## src/rtl/bias_seq_ctrl_pkg.sv

```systemverilog
// Shared definitions for the bias coefficient sequencer: FSM state encoding,
// default coefficient width and a width helper.
package bias_seq_ctrl_pkg;

  typedef enum logic [1:0] {
    ST_IDLE  = 2'd0,
    ST_RUN   = 2'd1,
    ST_DRAIN = 2'd2,
    ST_DONE  = 2'd3
  } bias_state_t;

  localparam int unsigned COEFF_WIDTH_DEFAULT = 16;
  localparam int unsigned SKID_DEPTH          = 2;

  // Counter width able to hold 0..n-1, never narrower than one bit.
  function automatic int unsigned min1_clog2(input int unsigned n);
    return (n > 1) ? $clog2(n) : 1;
  endfunction

endpackage

```

## src/rtl/bias_seq_ctrl_skid.sv

```systemverilog
// Two-entry synchronous FIFO that absorbs the ROM read latency in front of
// the bias output stream. Push while full (without a pop) and pop while empty are ignored.
module bias_skid_buf
  import bias_seq_ctrl_pkg::*;
#(
  parameter int unsigned W = COEFF_WIDTH_DEFAULT
) (
  input  logic         i_clk,
  input  logic         i_rst,
  input  logic         i_push,
  input  logic         i_pop,
  input  logic [W-1:0] i_din,
  output logic [W-1:0] o_dout,
  output logic [1:0]   o_count,
  output logic         o_empty
);

  logic [W-1:0] r_mem [SKID_DEPTH];
  logic         r_wr_ptr;
  logic         r_rd_ptr;
  logic [1:0]   r_count;
  logic         w_push;
  logic         w_pop;

  assign w_pop  = i_pop & (r_count != 2'd0);
  assign w_push = i_push & ((r_count != 2'd2) | w_pop);

  always_ff @(posedge i_clk) begin
    if (i_rst) begin
      r_mem[0] <= '0;
      r_mem[1] <= '0;
      r_wr_ptr <= 1'b0;
      r_rd_ptr <= 1'b0;
      r_count  <= 2'd0;
    end else begin
      if (w_push) begin
        r_mem[r_wr_ptr] <= i_din;
        r_wr_ptr        <= ~r_wr_ptr;
      end
      if (w_pop) begin
        r_rd_ptr <= ~r_rd_ptr;
      end
      case ({w_push, w_pop})
        2'b10:   r_count <= r_count + 2'd1;
        2'b01:   r_count <= r_count - 2'd1;
        default: r_count <= r_count;
      endcase
    end
  end

  assign o_dout  = r_mem[r_rd_ptr];
  assign o_count = r_count;
  assign o_empty = (r_count == 2'd0);

endmodule

```

## src/rtl/bias_seq_ctrl.sv

```systemverilog
// Bias ROM sequencer: walks addresses 0..KERN-1 REPS times per ap_start and
// streams the words into the bias FIFO. Optional stall counter: BIAS_SEQ_STALL_CNT_EN.
module bias_seq_ctrl
  import bias_seq_ctrl_pkg::*;
#(
  parameter int unsigned KERN        = 16,
  parameter int unsigned COEFF_WIDTH = COEFF_WIDTH_DEFAULT,
  parameter int unsigned REPS        = 1,
  parameter int unsigned AW          = min1_clog2(KERN)
) (
  input  logic                   ap_clk,
  input  logic                   ap_rst,
  input  logic                   ap_start,
  output logic                   ap_idle,
  output logic                   ap_done,
  output logic                   ap_ready,
  output logic [AW-1:0]          bias_address,
  output logic                   bias_ce,
  input  logic [COEFF_WIDTH-1:0] bias_q,
  output logic [COEFF_WIDTH-1:0] output_V_din,
  input  logic                   output_V_full_n,
  output logic                   output_V_write
`ifdef BIAS_SEQ_STALL_CNT_EN
  ,
  output logic [31:0]            stall_cnt
`endif
);

  localparam int unsigned    PW        = min1_clog2(REPS);
  localparam logic [AW-1:0]  ADDR_LAST = AW'(KERN - 1);
  localparam logic [PW-1:0]  PASS_LAST = PW'(REPS - 1);

  bias_state_t r_state;
  bias_state_t w_state_nxt;
  logic [AW-1:0] r_addr;
  logic [PW-1:0] r_pass;
  logic          r_inflight;
  logic [1:0]    w_count;
  logic          w_empty;
  logic          w_pop;
  logic          w_issue;
  logic          w_start_acc;
  logic [2:0]    w_occ;

  bias_skid_buf #(
    .W (COEFF_WIDTH)
  ) u_skid (
    .i_clk   (ap_clk),
    .i_rst   (ap_rst),
    .i_push  (r_inflight),
    .i_pop   (w_pop),
    .i_din   (bias_q),
    .o_dout  (output_V_din),
    .o_count (w_count),
    .o_empty (w_empty)
  );

  assign w_pop          = ~w_empty & output_V_full_n;
  assign output_V_write = w_pop;

  // Occupancy seen by the next capture: the same-cycle pop is credited back so
  // issue can continue every cycle while the FIFO accepts.
  assign w_occ = {1'b0, w_count} - {2'b00, w_pop} + {2'b00, r_inflight};

  always_comb begin
    w_state_nxt = r_state;
    w_issue     = 1'b0;
    w_start_acc = 1'b0;
    case (r_state)
      ST_IDLE: begin
        if (ap_start) begin
          w_start_acc = 1'b1;
          w_state_nxt = ST_RUN;
        end
      end
      ST_RUN: begin
        w_issue = (w_occ < 3'd2);
        if (w_issue && (r_addr == ADDR_LAST) && (r_pass == PASS_LAST)) begin
          w_state_nxt = ST_DRAIN;
        end
      end
      ST_DRAIN: begin
        if (w_occ == 3'd0) begin
          w_state_nxt = ST_DONE;
        end
      end
      ST_DONE: begin
        w_state_nxt = ST_IDLE;
      end
      default: begin
        w_state_nxt = ST_IDLE;
      end
    endcase
  end

  always_ff @(posedge ap_clk) begin
    if (ap_rst) begin
      r_state    <= ST_IDLE;
      r_addr     <= '0;
      r_pass     <= '0;
      r_inflight <= 1'b0;
    end else begin
      r_state    <= w_state_nxt;
      r_inflight <= w_issue;
      if (w_start_acc) begin
        r_addr <= '0;
        r_pass <= '0;
      end else if (w_issue) begin
        if (r_addr == ADDR_LAST) begin
          r_addr <= '0;
          r_pass <= (r_pass == PASS_LAST) ? '0 : r_pass + PW'(1);
        end else begin
          r_addr <= r_addr + AW'(1);
        end
      end
    end
  end

  assign ap_idle      = (r_state == ST_IDLE);
  assign ap_done      = (r_state == ST_DONE);
  assign ap_ready     = (r_state == ST_DONE);
  assign bias_address = r_addr;
  assign bias_ce      = w_issue;

`ifdef BIAS_SEQ_STALL_CNT_EN
  logic [31:0] r_stall_cnt;

  always_ff @(posedge ap_clk) begin
    if (ap_rst || w_start_acc) begin
      r_stall_cnt <= '0;
    end else if (!w_empty && !output_V_full_n && (r_stall_cnt != '1)) begin
      r_stall_cnt <= r_stall_cnt + 32'd1;
    end
  end

  assign stall_cnt = r_stall_cnt;
`endif

endmodule

```

## config.mk

```make
export PLATFORM = sky130hd
export DESIGN_NAME = bias_seq_ctrl
export DESIGN_NICKNAME = d
export VERILOG_FILES = /design/src/rtl/bias_seq_ctrl_pkg.sv /design/src/rtl/bias_seq_ctrl_skid.sv /design/src/rtl/bias_seq_ctrl.sv
export SDC_FILE = /design/constraint.sdc
export NUM_CORES = 1
export LEC_CHECK = 0
export BUFFER_PORTS_ARGS = -buffer_cell sky130_fd_sc_hd__buf_2
export CORE_MARGIN = 2
export CORE_UTILIZATION = 54
export DETAILED_ROUTE_END_ITERATION = 10
export GPL_ROUTABILITY_DRIVEN = 0
export PLACE_DENSITY_LB_ADDON = 0.12
export SKIP_LAST_GASP = 1
export SYNTH_ARGS = -nofsm -noshare
export SYNTH_HDL_FRONTEND = slang
export SYNTH_HIERARCHICAL = 1
export SYNTH_SLANG_ARGS = --single-unit
```

## constraint.sdc

```tcl
create_clock -name ap_clk -period 4.1 [get_ports ap_clk]
set_input_delay 0.82 -clock ap_clk [delete_from_list [all_inputs] [get_ports ap_clk]]
set_output_delay 0.82 -clock ap_clk [all_outputs]
set_load 0.005 [all_outputs]
```

==> run_results.csv, run 1 <==
group,metric,value,unit
status,outcome,"completed",
global_routing,grt_util_all_layers,17.2,%
critical_path,crit_required,3.28,ns
detailed_routing,wl_met2,1.82,mm
cts,root_buffer,"clkbuf_8",
floorplan,rows,22,
cts,cts_buffer_depth,2,
cts,cts_setup_buffers,0,
sta,finalCritPeriodShare,83.7,%
sta,hold_violations,0,
global_routing,antenna_found_initial,0,
sta,clock-skew-final,0.00514,ns
yosys,yosysSeqAreaShare,56.3,%
power_and_ir_drop,p_seq_share,51.0,%
detailed_routing,wl_per_cell,12.9,µm
yosys,synth.distinct_cells,37,
cts,hold_buffers,0,
detailed_routing,met3WireLength,208,µm
detailed_routing,via_count,1354,
cts,h-tree-depth,2,
floorplan,core,0.00372,mm²
placed_design,hpwlAfterDp,2.47,mm
detailed_routing,wl_met1,1.35,mm
power_and_ir_drop,power.switching,0.323,mW
sta,setup_viol,0,
global_routing,grt_pass1_vias,1286,
sta,fin_tns_setup,0,ns
cells_and_area,final_nets,242,
detailed_routing,dr.pass1.iters,4,
power_and_ir_drop,swShare,28.6,%
yosys,ys_ff_latch,44,
cts,cts.sinks,44,
yosys,ys_warn_count,6,
cells_and_area,area_delta_synth_final,16.1,%
cts,clk_latency,0.29,ns
yosys,syn-instance-count,166,
placed_design,pre_cts_ws,0.661,ns
power_and_ir_drop,ir_worst_vdd,0.000319,V
global_routing,grt_max_degree,18,
power_and_ir_drop,cellPowerDensity,458,mW/mm²
cts,numCtsBuffers,5,
critical_path,crit_fanout,6,
power_and_ir_drop,combPwrFrac,27.0,%
yosys,synthArstFlopShare,0,%
cells_and_area,drive_above_1_share,34.4,%
sta,slew_violations,0,
detailed_routing,wirelength,3.40,mm
floorplan,start_util,57.4,%
flow_run,cap_violations,0,
critical_path,crit_type,"primary input to output port",
power_and_ir_drop,p_clk_share,22.0,%
yosys,syn_area_per_cell,12.8,µm²
sta,fin_ws,0.667,ns
cells_and_area,antenna_cells,0,
sta,slew_headroom,50.5,%
detailed_routing,drc_errors,0,
worst_hold_path,min_path_type,"register to register",
global_routing,gr-total-overflow,0,
placed_design,port_buffers,44,
cts,cts.repair.resized,0,
cells_and_area,layout_common_cells,"buf_2, and2_1, edfxtp_1",
sta,min_period,3.43,ns
sta,worstMarginPinSlew,0.743,ns
sta,fmax,291,MHz
detailed_routing,vias_per_cell,5.15,
floorplan,die_x,66.8,µm
floorplan,pin_count,45,
cells_and_area,layout_commonest_cell,"buf_2",
yosys,synthesis.area,0.00213,mm²
critical_path,worstPathArrival,2.61,ns
critical_path,end_kind,"output port",
power_and_ir_drop,p_int,0.809,mW
yosys,synth_edf_count,32,
cells_and_area,utilization,66.6,%
critical_path,startpoint_type,"primary input",
detailed_routing,top_layer_used,"met4",
floorplan,die_h,66.8,µm
yosys,syn_nets,194,
cts,cts_tree,"done",
yosys,synth-main-ff-cell,"edfxtp_1",
detailed_routing,drtIter0Drc,124,
global_routing,grt_pass1_wl,5.53,mm
power_and_ir_drop,p_total,1.13,mW
cts,path_clk_slew,0.08,ns
detailed_routing,ant_nets,0,
cells_and_area,fillerInstances,297,
power_and_ir_drop,leakagePower,1.05,nW
sta,rsz0062_at_grt,"no",
floorplan,dieArea,0.00447,mm²
-- layer usage --
layer  vias up  GRT usage [%]
met2        33           30.9
li1        678              -
met1       639           19.0
met4         0           5.36
met5         -              0
met3         4           5.74
-- logic make-up after synthesis --
group	Yosys count	share of synthesized area [%]
fa+ha+maj	8	5.05
mux	18	9.39
flops	44	56.3
simple gates	63	18.7
compound gates	16	5.69
xor+xnor	5	2.05
buf+inv	12	2.76
-- cells in the mapped netlist, types with 2 or more instances --
library cell / count / area (µm²)
nand2_1: 2 / 7.51
nor2_1: 8 / 30.0
a21o_1: 2 / 15.0
and2_1: 33 / 206
nor2b_1: 4 / 25.0
nand3_1: 4 / 20.0
mux2_2: 16 / 180
xor2_1: 4 / 35.0
nand2b_1: 3 / 18.8
dfxtp_1: 12 / 240
buf_2: 2 / 10.0
mux2i_1: 2 / 20.0
inv_1: 7 / 26.3
a21oi_1: 6 / 30.0
ha_1: 7 / 87.6
edfxtp_1: 32 / 961
o21ai_0: 2 / 10.0
-- path summary, 6_finish.rpt --
| check | from | slack (ns) | end | cells past startpoint |
|---|---|---|---|---|
| min reg2reg | u_skid/r_rd_ptr | 0.52 | register | 2 |
| min | u_skid/r_rd_ptr | 0.52 | register | 2 |
| max | output_V_full_n | 0.67 | bias_ce | 10 |
| max reg2reg | u_skid/o_count[1] | 1.36 | bias_address[3] | 10 |
-- power groups by stage --
| stage | registers [mW] | logic (mW) | clock network, mW |
|---|---|---|---|
| after floorplan | 0.579 | 0.219 | 0 |
| final | 0.578 | 0.306 | 0.249 |
| after CTS | 0.579 | 0.311 | 0.256 |
| after global placement | 0.585 | 0.299 | 0 |
| after detailed placement | 0.589 | 0.310 | 0 |
| after global routing | 0.585 | 0.347 | 0.279 |
-- sequential cells by signal, summed over array words and instances (netlist names), named ones only --
signal and cells:
bias_address 4, r_inflight 1, r_state 2, u_skid/o_count 2
u_skid/r_mem 32, u_skid/r_rd_ptr 1, u_skid/r_wr_ptr 1
-- area by class of cell --
class | count | area (µm²) | area share, %
timing repair buffer | 46 | 235 | 9.50
tap | 48 | 60.1 | 2.43
multi-input combinational | 110 | 872 | 35.2
clock inverter | 1 | 3.75 | 0.152
sequential | 44 | 1200 | 48.5
clock buffer | 7 | 76.3 | 3.08
inverter | 7 | 26.3 | 1.06
-- critical path: stages --
cell and delay (ns):
buf_2 0.09, nor2b_1 0.13, ha_1 0.27, inv_1 0.04, ha_1 0.19, fa_1 0.53
nor2b_1 0.25, nand2_2 0.13, inv_1 0.07, buf_2 0.10
-- through the flow --
stage | instance area, µm² | cells | hold WS [ns]
detailed placement | 2390 | 255 | 0.499
CTS | 2470 | 263 | 0.516
finish | 2470 | 263 | 0.518
floorplan | 2130 | 166 | 0.472
global route | 2470 | 263 | 0.535
global placement | 2390 | 255 | 0.488
Power figures use the tool's default switching activity.
==> run 2, diff against run 1 <==
Settings changed: ABC_AREA set to 1, CORE_UTILIZATION 54 to 49.
Clock period 4.1 ns to 3 ns, I/O delays scaled along.
==> run_results.csv, run 2 <==
group,metric,value,unit
placed_design,hpwlAfterDp,2.68,mm
sta,hold_violations,0,
cts,cts_tree,"done",
cells_and_area,area_delta_synth_final,19.2,%
yosys,synth_fa_ha_area_share,4.90,%
cells_and_area,largest_reg_flops,32,
yosys,synth.distinct_cells,27,
detailed_routing,drtIter0Drc,101,
cells_and_area,antenna_cells,0,
cells_and_area,layout_commonest_cell,"buf_2",
yosys,syn_area_per_cell,10.2,µm²
cts,path_clk_slew,0.07,ns
flow_run,cap_violations,0,
power_and_ir_drop,p_clk_share,21.7,%
sta,setup_viol,0,
cells_and_area,top_register,"u_skid/r_mem",
power_and_ir_drop,power.switching,0.488,mW
cts,h-tree-depth,2,
power_and_ir_drop,ir_worst_vdd,0.000398,V
yosys,synth-xor-area-share,0,%
power_and_ir_drop,p_int,1.10,mW
floorplan,die_x,70.9,µm
cells_and_area,final_area,0.00262,mm²
detailed_routing,vias_per_cell,4.83,
worst_hold_path,min_path_type,"register to register",
detailed_routing,wl_per_cell,11.4,µm
cts,root_buffer,"clkbuf_8",
power_and_ir_drop,cellPowerDensity,607,mW/mm²
worst_hold_path,min_to,"u_skid/r_rd_ptr",
global_routing,grt_util_all_layers,15.4,%
sta,worstMarginPinSlew,0.714,ns
detailed_routing,top_layer_used,"met4",
critical_path,cpPeakStageDelay,0.46,ns
status,outcome,"completed",
yosys,synth.top_cell.area_share,43.8,%
yosys,synthesis.area,0.00219,mm²
yosys,synth_most_common_cell,"inv_1",
yosys,synthTopCellsByCount,"inv_1, nor2_1, edfxtp_1",
power_and_ir_drop,p_seq_share,48.7,%
yosys,yosysSeqAreaShare,54.7,%
cells_and_area,layout_common_cells,"buf_2, inv_1, nor2_1",
global_routing,gr-total-overflow,0,
yosys,syn-instance-count,216,
power_and_ir_drop,swShare,30.7,%
yosys,synth_edf_count,32,
yosys,synth.area.top_cells,"edfxtp_1, dfxtp_1, mux2_2",
yosys,synthMuxAreaShare,8.21,%
cts,cts_buffer_depth,2,
critical_path,r2r-end,"bias_address[3]",
placed_design,dpl_cell_area,0.00249,mm²
placed_design,port_buffers,44,
cts,hold_buffers,0,
floorplan,pin_count,45,
sta,clock-skew-final,0.00361,ns
yosys,synth_top_family_by_area,"simple AND/OR/NAND/NOR gates",
placed_design,numPlacedInstances,313,
floorplan,dieArea,0.00503,mm²
critical_path,path_cells,"inv_4, nand2_2, inv_1, nor2_2, ha_1, inv_1, ha_2, fa_1, inv_1, nand3_2, nor2_4, buf_2",
critical_path,crit_required,2.40,ns
floorplan,core,0.00432,mm²
cells_and_area,final_nets,300,
cells_and_area,drive_above_1_share,37.0,%
yosys,ys_ff_latch,44,
sta,min_period,2.82,ns
critical_path,crit_type,"register to output port",
power_and_ir_drop,leakagePower,1.24,nW
critical_path,crit_fanout,4,
yosys,synth-compound-area-share,4.56,%
cells_and_area,fillerInstances,394,
detailed_routing,wl_met1,1.55,mm
yosys,synthArstFlopShare,0,%
detailed_routing,drc_errors,0,
critical_path,worstPathArrival,2.22,ns
sta,slew_violations,0,
detailed_routing,ant_nets,0,
floorplan,die_h,70.9,µm
global_routing,grt_pass1_vias,1491,
critical_path,end_kind,"output port",
detailed_routing,wl_met2,1.94,mm
cts,numCtsBuffers,5,
yosys,synth-main-ff-cell,"edfxtp_1",
critical_path,startpoint_type,"register",
worst_hold_path,hold_path.startpoint,"u_skid/r_rd_ptr",
sta,slew_headroom,52.3,%
global_routing,grt_max_degree,19,
global_routing,grt_pass1_wl,6.09,mm
yosys,ys_warn_count,6,
critical_path,slowest_stage,"fa_1",
worst_hold_path,min_path_cells,2,
detailed_routing,wirelength,3.70,mm
yosys,syn_nets,244,
yosys,synth-simple-area-share,18.7,%
sta,fmax,354,MHz
yosys,synth.largest_area_cell,"edfxtp_1",
floorplan,start_util,50.8,%
cts,clk_latency,0.29,ns
floorplan,rows,24,
critical_path,r2r_setup_slack,0.71,ns
cells_and_area,instances_no_fill,325,
critical_path,reg2reg_from,"u_skid/o_count[0]",
detailed_routing,met3WireLength,177,µm
detailed_routing,via_count,1569,
sta,finalCritPeriodShare,94.2,%
cts,cts.sinks,44,
power_and_ir_drop,combPwrFrac,29.6,%
detailed_routing,dr.pass1.iters,4,
critical_path,cp_common_cell,"inv_1",
critical_path,reg2regPathDepth,15,
global_routing,antenna_found_initial,0,
## run 2: cell count changes after synthesis, sizes merged, moves of 3 or more
cell | previous run | this run
and2 | 33 | 0
nand3 | 4 | 11
inv | 7 | 43
a21oi | 6 | 9
nand2 | 3 | 23
o21ai | 2 | 7
nor2 | 8 | 44
nor2b | 4 | 0
nand2b | 3 | 0
xor2 | 4 | 0
## run 2: area by class of cell
type	count	area [µm²]	share of cell area, %
tap	52	65.1	2.49
clock inverter	1	5.00	0.191
timing repair buffer	54	295	11.3
clock buffer	7	76.3	2.92
inverter	43	164	6.26
multi-input combinational	124	806	30.8
sequential	44	1200	46.1
## run 2: kinds of logic (layout without fill, tap and decap cells)
family	Yosys count	in the layout
simple gates	82	82
buf+inv	48	105
flops	44	44
compound gates	18	18
mux	16	16
fa+ha+maj	8	8
## run 2: how the worst max path moves through the flow
stage                 startpoint       to  slack [ns]
2_1_floorplan  u_skid/o_count[1]  bias_ce        0.32
3_3_place_gp     output_V_full_n  bias_ce        0.22
3_5_place_dp     output_V_full_n  bias_ce        0.21
4_1_cts        u_skid/o_count[0]  bias_ce        0.02
5_1_grt        u_skid/o_count[0]  bias_ce      -0.002
6_report       u_skid/o_count[0]  bias_ce        0.18
## run 2: per-layer routing
layer / GRT usage (%) / vias up
li1: - / 804
met1: 16.6 / 735
met2: 28.5 / 26
met3: 4.99 / 4
met4: 5.03 / 0
met5: 0 / -
## run 2: power groups by stage
stage | clock network, mW | logic (mW) | registers (mW)
after floorplan | 0 | 0.322 | 0.776
after global placement | 0 | 0.442 | 0.785
after detailed placement | 0 | 0.448 | 0.787
after CTS | 0.357 | 0.451 | 0.773
after global routing | 0.375 | 0.541 | 0.782
final | 0.345 | 0.470 | 0.773
## run 2: stage by stage
| stage | total power [mW] | hold slack, ns | util, % | TNS, ns | setup WS [ns] |
|---|---|---|---|---|---|
| floorplan | 1.10 | 0.448 | - | 0 | 0.315 |
| global placement | 1.23 | 0.459 | 57.6 | 0 | 0.224 |
| detailed placement | 1.24 | 0.469 | 57.6 | 0 | 0.215 |
| CTS | 1.58 | 0.483 | 59.5 | 0 | 0.0238 |
| global route | 1.70 | 0.502 | 60.5 | -0.00176 | -0.00176 |
| finish | 1.59 | 0.479 | 60.5 | 0 | 0.175 |
## run 2: repair_timing
item | CTS | global route
buffers inserted | 0 | 4
gates resized for setup | 1 | 5
setup endpoints to repair | 1 | 1
pin swaps | 0 | 6
## run 2: worst max-delay path, delay by kind of cell (launching register included)
| family | cells | cell delay [ns] |
|---|---|---|
| adders and majority gates | 3 | 0.87 |
| buffers and inverters | 5 | 0.34 |
| and+or+nand+nor | 4 | 0.36 |
| DFF | 1 | 0.37 |
==> run 3, diff against run 2 <==
Settings changed: CELL_PAD_IN_SITES_DETAIL_PLACEMENT set to 0, CELL_PAD_IN_SITES_GLOBAL_PLACEMENT set to 1, CORE_UTILIZATION 49 to 38.
==> run_results.csv, run 3 (synthesis gave the netlist of run 2 again) <==
group,metric,value,unit
critical_path,slowest_stage,"fa_2",
global_routing,grt_busiest_layer,"met2",
global_routing,grt_max_degree,19,
power_and_ir_drop,p_clk_share,22.1,%
cells_and_area,layout_common_cells,"buf_2, inv_1, nor2_1",
floorplan,dieArea,0.00640,mm²
detailed_routing,drc_errors,0,
flow_run,cap_violations,0,
power_and_ir_drop,cellPowerDensity,609,mW/mm²
sta,slew_headroom,50.1,%
detailed_routing,dr.pass1.iters,4,
floorplan,die_x,80.0,µm
sta,min_period,2.88,ns
cells_and_area,seq_area,0.00120,mm²
cts,numCtsBuffers,5,
placed_design,dpl_cell_area,0.00251,mm²
cts,root_buffer,"clkbuf_8",
global_routing,use_met2,23.4,%
cts,path_clk_slew,0.08,ns
critical_path,cpPeakStageDelay,0.46,ns
cells_and_area,fillerInstances,548,
power_and_ir_drop,power.switching,0.505,mW
floorplan,rows,27,
cells_and_area,layout_commonest_cell,"buf_2",
critical_path,cp_common_cell,"inv_1",
global_routing,grt_pass1_vias,1430,
detailed_routing,wirelength,3.82,mm
cts,cts_tree,"done",
sta,slew_violations,0,
sta,hold_violations,0,
critical_path,worstPathArrival,2.28,ns
cells_and_area,area_delta_synth_final,20.2,%
status,outcome,"completed",
critical_path,reg2reg_from,"u_skid/o_count[0]",
cells_and_area,drive_above_1_share,37.5,%
power_and_ir_drop,p_seq_share,48.2,%
global_routing,grt_pass1_wl,6.24,mm
critical_path,r2r_setup_slack,0.66,ns
sta,clock-skew-final,0.00404,ns
cts,cts.sinks,44,
cts,h-tree-depth,2,
power_and_ir_drop,swShare,31.4,%
floorplan,core,0.00554,mm²
global_routing,gr-total-overflow,0,
global_routing,grt_use_met1,14.1,%
cts,clk_latency,0.29,ns
sta,fmax,347,MHz
global_routing,grt_util_all_layers,12.7,%
global_routing,antenna_found_initial,0,
critical_path,crit_type,"register to output port",
detailed_routing,wl_per_cell,11.1,µm
placed_design,port_buffers,44,
critical_path,end_kind,"output port",
detailed_routing,drtIter0Drc,54,
cts,cts_buffer_depth,2,
power_and_ir_drop,ir_worst_vdd,0.000317,V
critical_path,path_cells,"inv_4, nand2_2, inv_1, nor2_2, ha_1, inv_1, ha_2, fa_2, inv_2, nand3_2, nor2_4, buf_2",
floorplan,pin_count,45,
placed_design,hpwlAfterDp,2.67,mm
sta,setup_viol,0,
sta,finalCritPeriodShare,96.1,%
cells_and_area,final_nets,299,
cells_and_area,utilization,47.6,%
detailed_routing,via_count,1561,
cells_and_area,antenna_cells,0,
worst_hold_path,min_path_type,"register to register",
sta,worstMarginPinSlew,0.748,ns
cells_and_area,multiInputGateArea,808,µm²
cells_and_area,largest_reg_flops,32,
power_and_ir_drop,p_int,1.10,mW
power_and_ir_drop,combPwrFrac,29.8,%
critical_path,cp-startpoint,"u_skid/o_count[0]",
critical_path,crit_fanout,5,
global_routing,met3_usage,3.05,%
worst_hold_path,hold_path.startpoint,"u_skid/r_rd_ptr",
detailed_routing,vias_per_cell,4.54,
floorplan,die_h,80.0,µm
critical_path,crit_required,2.40,ns
power_and_ir_drop,leakagePower,1.23,nW
floorplan,start_util,39.6,%
cells_and_area,final_area,0.00264,mm²
power_and_ir_drop,p_total,1.61,mW
critical_path,startpoint_type,"register",
detailed_routing,ant_nets,0,
cells_and_area,top_register,"u_skid/r_mem",
[run 3: critical path: cells and delay by family, from the launching register on]
family | cells | cell delay, ns
adder cells (fa/ha/maj) | 3 | 0.88
buffers and inverters | 5 | 0.35
flip-flops | 1 | 0.37
AND/OR/NAND/NOR | 4 | 0.38
[run 3: final cells by class]
type / instances / share of cell area, %
clock buffers: 6 / 2.75
multi-input cells: 124 / 30.6
well taps: 72 / 3.41
inverters: 43 / 6.21
clock inverters: 2 / 0.427
flip-flops and latches: 44 / 45.7
repair buffers: 53 / 10.9
[run 3: timing repair]
action | CTS | global route
gates resized for setup | 1 | 7
buffers inserted | 0 | 4
hold buffers | 0 | 0
pin swaps | 0 | 4
endpoints found under the setup margin | 1 | 1
[run 3: worst paths after layout]
| check | to | depth (start not counted) |
|---|---|---|
| setup / recovery | bias_ce | 12 |
| hold / removal | register | 2 |
| setup reg to reg | r_state[1] | 14 |
| hold reg to reg | register | 2 |
[run 3: per-layer routing]
| layer | part of all wire (%) | vias up |
|---|---|---|
| li1 | - | 805 |
| met1 | 41 | 721 |
| met2 | 54 | 30 |
| met3 | 4.2 | 5 |
| met4 | 1.4 | 0 |
| met5 | 0 | - |
[run 3: metrics by stage]
stage               setup WS, ns  std cells  setup TNS (ns)  hold slack [ns]
finish                     0.116        344               0            0.474
global route             -0.0130        344         -0.0130            0.503
CTS                      0.00925        340               0            0.477
detailed placement         0.192        332               0            0.469
global placement           0.211        332               0            0.459
floorplan                  0.315        216               0            0.448
[run 3: power groups by stage]
stage	clock, mW	sequential [mW]	combinational (mW)
6_report	0.354	0.774	0.479
4_1_cts	0.368	0.774	0.452
3_3_place_gp	0	0.785	0.452
5_1_grt	0.387	0.782	0.551
3_5_place_dp	0	0.787	0.449
2_1_floorplan	0	0.776	0.322
